## config.mk

```make
export PLATFORM = sky130hd
export DESIGN_NAME = mem_access_ctrl_flat
export DESIGN_NICKNAME = d
export VERILOG_FILES = /design/src/rtl/mem_access_ctrl_if.sv /design/src/rtl/mem_access_ctrl.sv /design/src/flat_wrapper.sv
export SDC_FILE = /design/constraint.sdc
export NUM_CORES = 1
export LEC_CHECK = 0
export BUFFER_PORTS_ARGS = -buffer_cell sky130_fd_sc_hd__buf_2
export CORE_MARGIN = 10
export CORE_UTILIZATION = 45
export CTS_BUF_LIST = sky130_fd_sc_hd__clkbuf_8
export CTS_CLUSTER_DIAMETER = 150
export DETAILED_ROUTE_END_ITERATION = 7
export GPL_TIMING_DRIVEN = 0
export PLACE_DENSITY = 0.81
export SLEW_MARGIN = 20
export SYNTH_ARGS = -nofsm -noshare
export SYNTH_HDL_FRONTEND = slang
export SYNTH_SLANG_ARGS = --single-unit
```

## constraint.sdc

```tcl
create_clock -name clk -period 4 [get_ports clk]
set_input_delay 0.6 -clock clk [delete_from_list [all_inputs] [get_ports clk]]
set_output_delay 0.6 -clock clk [all_outputs]
set_load 0.05 [all_outputs]
```

## src/rtl/mem_access_ctrl_if.sv

```systemverilog
// Request/response and downstream memory command bundle for mem_access_ctrl.
// slave is the controller's view; master is the requester plus memory side.
interface mem_access_ctrl_if #(
   parameter int DATA_WIDTH = 8,
   parameter int ADDR_WIDTH = 16
);
   logic                  req_valid;
   logic                  req_ready;
   logic                  req_we;
   logic [ADDR_WIDTH-1:0] req_addr;
   logic [DATA_WIDTH-1:0] req_wdata;

   logic                  rsp_valid;
   logic                  rsp_err;
   logic [DATA_WIDTH-1:0] rsp_rdata;

   logic                  mem_rd_enable;
   logic                  mem_wr_enable;
   logic [ADDR_WIDTH-1:0] mem_addr;
   logic [DATA_WIDTH-1:0] mem_wr_data;
   logic                  mem_busy;
   logic [DATA_WIDTH-1:0] mem_rd_data;

   modport slave (
      input  req_valid, req_we, req_addr, req_wdata, mem_busy, mem_rd_data,
      output req_ready, rsp_valid, rsp_err, rsp_rdata,
             mem_rd_enable, mem_wr_enable, mem_addr, mem_wr_data
   );

   modport master (
      output req_valid, req_we, req_addr, req_wdata, mem_busy, mem_rd_data,
      input  req_ready, rsp_valid, rsp_err, rsp_rdata,
             mem_rd_enable, mem_wr_enable, mem_addr, mem_wr_data
   );
endinterface

```

## src/rtl/mem_access_ctrl.sv

```systemverilog
// Single-outstanding memory access controller: accepts one request, waits out
// mem_busy (with timeout), issues a one-cycle command and returns a response pulse.
module mem_access_ctrl #(
   parameter int DATA_WIDTH = 8,
   parameter int ADDR_WIDTH = 16,
   parameter int RD_LATENCY = 1,
   parameter int TIMEOUT    = 255
) (
   input logic          clk,
   input logic          reset,
   mem_access_ctrl_if.slave bus
);

   typedef enum logic [2:0] {
      IDLE,
      WAIT,
      ISSUE,
      RD_WAIT,
      RESP
   } state_t;

   localparam logic [7:0] TIMEOUT_LAST = 8'(TIMEOUT - 1);
   localparam logic [3:0] RD_LAST      = 4'(RD_LATENCY);

   state_t                r_state;
   logic                  r_we;
   logic [7:0]            r_wait_cnt;
   logic [3:0]            r_lat_cnt;
   logic                  r_req_ready;
   logic                  r_rsp_valid;
   logic                  r_rsp_err;
   logic [DATA_WIDTH-1:0] r_rsp_rdata;
   logic                  r_mem_rd_en;
   logic                  r_mem_wr_en;
   logic [ADDR_WIDTH-1:0] r_mem_addr;
   logic [DATA_WIDTH-1:0] r_mem_wr_data;

   always_ff @(posedge clk or posedge reset) begin
      if (reset) begin
         r_state       <= IDLE;
         r_we          <= 1'b0;
         r_wait_cnt    <= '0;
         r_lat_cnt     <= '0;
         r_req_ready   <= 1'b0;
         r_rsp_valid   <= 1'b0;
         r_rsp_err     <= 1'b0;
         r_rsp_rdata   <= '0;
         r_mem_rd_en   <= 1'b0;
         r_mem_wr_en   <= 1'b0;
         r_mem_addr    <= '0;
         r_mem_wr_data <= '0;
      end else begin
         case (r_state)
            IDLE: begin
               // ready rises one edge after reset release, so no accept on that edge
               if (!r_req_ready) begin
                  r_req_ready <= 1'b1;
               end else if (bus.req_valid) begin
                  r_req_ready   <= 1'b0;
                  r_we          <= bus.req_we;
                  r_mem_addr    <= bus.req_addr;
                  r_mem_wr_data <= bus.req_wdata;
                  r_wait_cnt    <= '0;
                  r_state       <= WAIT;
               end
            end

            WAIT: begin
               if (!bus.mem_busy) begin
                  r_mem_rd_en <= !r_we;
                  r_mem_wr_en <= r_we;
                  r_state     <= ISSUE;
               end else begin
                  r_wait_cnt <= r_wait_cnt + 8'd1;
                  if (r_wait_cnt == TIMEOUT_LAST) begin
                     r_rsp_valid <= 1'b1;
                     r_rsp_err   <= 1'b1;
                     r_state     <= RESP;
                  end
               end
            end

            ISSUE: begin
               r_mem_rd_en <= 1'b0;
               r_mem_wr_en <= 1'b0;
               if (r_we) begin
                  r_rsp_valid <= 1'b1;
                  r_rsp_err   <= 1'b0;
                  r_state     <= RESP;
               end else begin
                  r_lat_cnt <= 4'd1;
                  r_state   <= RD_WAIT;
               end
            end

            RD_WAIT: begin
               if (r_lat_cnt == RD_LAST) begin
                  r_rsp_rdata <= bus.mem_rd_data;
                  r_rsp_valid <= 1'b1;
                  r_rsp_err   <= 1'b0;
                  r_state     <= RESP;
               end else begin
                  r_lat_cnt <= r_lat_cnt + 4'd1;
               end
            end

            RESP: begin
               r_rsp_valid <= 1'b0;
               r_rsp_err   <= 1'b0;
               r_req_ready <= 1'b1;
               r_state     <= IDLE;
            end

            default: r_state <= IDLE;
         endcase
      end
   end

   assign bus.req_ready     = r_req_ready;
   assign bus.rsp_valid     = r_rsp_valid;
   assign bus.rsp_err       = r_rsp_err;
   assign bus.rsp_rdata     = r_rsp_rdata;
   assign bus.mem_rd_enable = r_mem_rd_en;
   assign bus.mem_wr_enable = r_mem_wr_en;
   assign bus.mem_addr      = r_mem_addr;
   assign bus.mem_wr_data   = r_mem_wr_data;

endmodule

```

## src/flat_wrapper.sv

```systemverilog
// flat-port wrapper written by rule: the top's interface ports become plain ports
module mem_access_ctrl_flat 
#(
   parameter int DATA_WIDTH = 8,
   parameter int ADDR_WIDTH = 16,
   parameter int RD_LATENCY = 1,
   parameter int TIMEOUT    = 255
)
  (clk, reset, bus_req_valid, bus_req_we, bus_req_addr, bus_req_wdata, bus_mem_busy, bus_mem_rd_data, bus_req_ready, bus_rsp_valid, bus_rsp_err, bus_rsp_rdata, bus_mem_rd_enable, bus_mem_wr_enable, bus_mem_addr, bus_mem_wr_data);
  mem_access_ctrl_if #(.DATA_WIDTH(DATA_WIDTH), .ADDR_WIDTH(ADDR_WIDTH)) bus_i ();
  input logic clk;
  input logic reset;
  input wire logic [$bits(bus_i.req_valid)-1:0] bus_req_valid;
  input wire logic [$bits(bus_i.req_we)-1:0] bus_req_we;
  input wire logic [$bits(bus_i.req_addr)-1:0] bus_req_addr;
  input wire logic [$bits(bus_i.req_wdata)-1:0] bus_req_wdata;
  input wire logic [$bits(bus_i.mem_busy)-1:0] bus_mem_busy;
  input wire logic [$bits(bus_i.mem_rd_data)-1:0] bus_mem_rd_data;
  output wire logic [$bits(bus_i.req_ready)-1:0] bus_req_ready;
  output wire logic [$bits(bus_i.rsp_valid)-1:0] bus_rsp_valid;
  output wire logic [$bits(bus_i.rsp_err)-1:0] bus_rsp_err;
  output wire logic [$bits(bus_i.rsp_rdata)-1:0] bus_rsp_rdata;
  output wire logic [$bits(bus_i.mem_rd_enable)-1:0] bus_mem_rd_enable;
  output wire logic [$bits(bus_i.mem_wr_enable)-1:0] bus_mem_wr_enable;
  output wire logic [$bits(bus_i.mem_addr)-1:0] bus_mem_addr;
  output wire logic [$bits(bus_i.mem_wr_data)-1:0] bus_mem_wr_data;
  assign bus_i.req_valid = bus_req_valid;
  assign bus_i.req_we = bus_req_we;
  assign bus_i.req_addr = bus_req_addr;
  assign bus_i.req_wdata = bus_req_wdata;
  assign bus_i.mem_busy = bus_mem_busy;
  assign bus_i.mem_rd_data = bus_mem_rd_data;
  assign bus_req_ready = bus_i.req_ready;
  assign bus_rsp_valid = bus_i.rsp_valid;
  assign bus_rsp_err = bus_i.rsp_err;
  assign bus_rsp_rdata = bus_i.rsp_rdata;
  assign bus_mem_rd_enable = bus_i.mem_rd_enable;
  assign bus_mem_wr_enable = bus_i.mem_wr_enable;
  assign bus_mem_addr = bus_i.mem_addr;
  assign bus_mem_wr_data = bus_i.mem_wr_data;
  mem_access_ctrl #(.DATA_WIDTH(DATA_WIDTH), .ADDR_WIDTH(ADDR_WIDTH), .RD_LATENCY(RD_LATENCY), .TIMEOUT(TIMEOUT)) u_core (.clk(clk), .reset(reset), .bus(bus_i));
endmodule
```

==> summary.txt <==
Floorplanning
  • Die H: 92.1 um
  • DIE AREA: 8480 um2
  • Starting Density: 0.461
  • I/O Pins: 74
  • # rows: 26
  • Core Box Area: 5070 um2
  • Chip width: 92.1 um

Setup path
  • Worst-path fanout max: 9
  • Crit path arrival time: 2250 ps
  • Slowest cell on crit path: dfrtp_1
  • Crit-path leading delay family: simple AND/OR/NAND/NOR gates
  • Crit-path max cell delay: 430 ps
  • Buf/Inv on CP: 2
  • Setup crit end kind: flop
  • Startpoint Class: flop
  • Req. time, crit path: 4210 ps
  • Worst-path cell chain: inv_1, ha_1, or3b_1, buf_2, nor3_4, mux2_2
  • Critical path class: flop to flop

Timing
  • Slew @ Worst Pin: 707 ps
  • Final min period: 2050 ps
  • Rel. slew slack: 0.528
  • Fin. max-slew vios: 0
  • Final TNS setup: 0 ps
  • Final setup vio count: 0
  • Maximum clock frequency: 488 MHz
  • Hold Vio Cnt, Final: 0
  • Unrepaired setup endpoints after global routing: false
  • Final worst path period share: 0.512
  • Worst clock skew: 4.36 ps

Clocking
  • Post-CTS setup buffers: 0
  • CTS tree: built
  • Hold_buf cts: 0
  • H-tree levels: 2
  • CTS Sinks: 53
  • Worst-path clk slew: 100 ps
  • Worst-Skew Late Latency: 310 ps
  • Cts bufs inserted: 5
  • Max clock buf depth: 2
  • Clk Tree Root Cell: clkbuf_8
  • Post-CTS Resized: 0

Final layout
  • Synthesis-to-finish area growth: 24.4%
  • Share of post-route cells with drive strength above 1: 0.458
  • Design area: 2910 um2
  • Layout Cells excl Fill: 343
  • Antenna diodes: 0
  • Final nets: 313

Synth
  • Post-Synthesis Cells: 191
  • Number of flops mapped to enable cells by yosys: 0
  • Area leader, netlist: dfrtp_1
  • Synth Flop Type: dfrtp_1
  • Mapped Nets: 232
  • Top-area cell type share of the netlist area: 0.567
  • Seq cells post-synth: 53
  • Avg Cell Area, Syn: 12.2 um2
  • Yosys warns: 0
  • Count leader, synth: dfrtp_1
  • Register area share after synthesis: 0.567
  • Synth top cells by count: dfrtp_1, mux2_2, nand2_1
  • Synth area leaders: dfrtp_1, mux2_2, ha_1
  • Synth unique cells: 42
  • Share of flip-flops with an asynchronous set or reset: 1.00
  • Post-Syn Area: 2340 um2

Pwr
  • NetSw: 1.35 mW
  • Peak VDD IR: 575 uV
  • Comb power frac: 0.545
  • Total power: 2.66 mW
  • Switching Share: 0.505
  • Power share of the clock group: 0.115
  • Sequential Power Share: 0.339
  • Pwr Density: 916 nW/um2
  • Internal Power: 1.32 mW
  • Leakage: 1.38 nW

GRT
  • Vias in the first global route: 1979
  • First-pass GRT wire length: 8870 um
  • Total GRT Usage: 0.127
  • Largest net degree at the start of global routing: 33
  • Initial antenna violation count: 0
  • GRT Residual Overflow: 0

Detailed routing
  • Vias: 1781
  • Via density: 5.19
  • WL final: 5400 um
  • DRC violation total after the first TritonRoute iteration: 106
  • 1st-pass router iterations: 4
  • Remaining DRCs: 0
  • Post-route ant nets: 0
  • Post-DR wirelength/cell: 15.7 um

Placed design
  • Dpl cells: 335
  • Port Buffers: 73
  • Placer Congestion: 0.806
  • Detailed-placement wirelength estimate: 4190 um
  • Dpl cell area: 2820 um2

Worst hold path
  • Hold Crit Class: input pin to async pin

Run status
  • Outcome: finished, final reports clean

Flow run
  • Max Cap Viol: 0
## worst register-to-register path, delay by kind of cell, from the launching register on
kind | cells | cell delay, ps
fa+ha+maj | 1 | 150
buf+inv | 2 | 260
flops | 1 | 430
mux | 1 | 400
simple gates | 2 | 720
## routing by layer
layer	wire length, um	track usage	share of wire	vias to the layer above
li1	-	-	-	841
met1	2180	0.144	0.40	865
met2	2450	0.192	0.45	69
met3	698	0.0774	0.13	6
met4	69	0.0424	0.013	0
met5	0	0	0	-
## layout make-up
| type | count | area, um2 |
|---|---|---|
| buffer | 7 | 40.0 |
| clock buffer | 5 | 68.8 |
| clock inverter | 3 | 21.3 |
| fill | 429 | 2160 |
| inverter | 8 | 30.0 |
| multi-input combinational | 123 | 943 |
| sequential | 53 | 1330 |
| tap | 70 | 87.6 |
| timing repair buffer | 74 | 393 |
## metrics by stage
step                       util  setup WS (ps)  hold slack, ps
final                     0.573           1950             397
after global routing      0.573           1820             430
after CTS                 0.573           1930             414
after detailed placement  0.556           1950             474
after global placement    0.550           1460             464
after floorplan               -           2110             510
## placed cells by master, fill, tap and decap left out, types with 2 or more instances in the layout
cell type,netlist,final
a21oi_1,8,8
a22o_1,3,3
buf_2,5,78
buf_4,2,2
clkbuf_8,0,5
dfrtp_1,53,53
ha_1,4,4
inv_1,8,7
mux2_2,31,31
nand2_1,11,11
nand2b_1,2,2
nand3_1,6,6
nor2_1,10,10
nor2b_1,4,4
nor3_1,5,5
o21ai_0,8,8
o22ai_1,2,2
o41ai_1,2,2
or3_1,2,2
xnor2_1,2,2
## flip-flops by register name, indices dropped and copies added, names as in the netlist
register	flops
u_core.r_lat_cnt	4
u_core.bus.mem_wr_enable	1
u_core.bus.rsp_valid	1
u_core.r_we	1
u_core.bus.mem_rd_enable	1
u_core.r_state	3
u_core.bus.req_ready	1
u_core.bus.rsp_err	1
u_core.r_wait_cnt	8
u_core.bus.rsp_rdata	8
u_core.bus.mem_wr_data	8
u_core.bus.mem_addr	16
## cell families (layout without fill, tap and decap cells)
| logic type | Yosys count | in the layout | synth area share |
|---|---|---|---|
| AND/OR/NAND/NOR | 50 | 50 | 0.117 |
| AO/OA/AOI/OAI | 33 | 33 | 0.0952 |
| multiplexers | 33 | 33 | 0.158 |
| buffers and inverters | 15 | 97 | 0.0299 |
| XOR/XNOR | 3 | 3 | 0.0112 |
| adder cells (fa/ha/maj) | 4 | 4 | 0.0214 |
| flip-flops | 53 | 53 | 0.567 |
## worst paths after layout
path                                               startpoint                                   to  slack [ps]  depth (start not counted)
min in group clk           u_core.bus.mem_addr[8]$_DFFE_PP0P_   u_core.bus.mem_addr[8]$_DFFE_PP0P_         490                          1
max reg2reg                   u_core.r_lat_cnt[1]$_DFFE_PP0P_  u_core.bus.rsp_rdata[1]$_DFFE_PP0P_        1950                          6
min reg2reg                u_core.bus.mem_addr[8]$_DFFE_PP0P_   u_core.bus.mem_addr[8]$_DFFE_PP0P_         490                          1
max in group asynchronous                               reset        u_core.r_state[0]$_DFFE_PP0P_        3060                          3
min                                                     reset  u_core.bus.mem_addr[14]$_DFFE_PP0P_         400                          2
max                           u_core.r_lat_cnt[1]$_DFFE_PP0P_  u_core.bus.rsp_rdata[1]$_DFFE_PP0P_        1950                          6
## power by group through the flow
stage          Clock [mW]  Combinational, mW  Sequential [mW]
2_1_floorplan           0              0.501             1.52
3_3_place_gp            0               1.44            0.896
3_5_place_dp            0               1.47            0.911
4_1_cts             0.317               1.47            0.906
5_1_grt             0.339               1.55            0.935
6_report            0.308               1.45            0.904
Power figures use the tool's default switching activity.
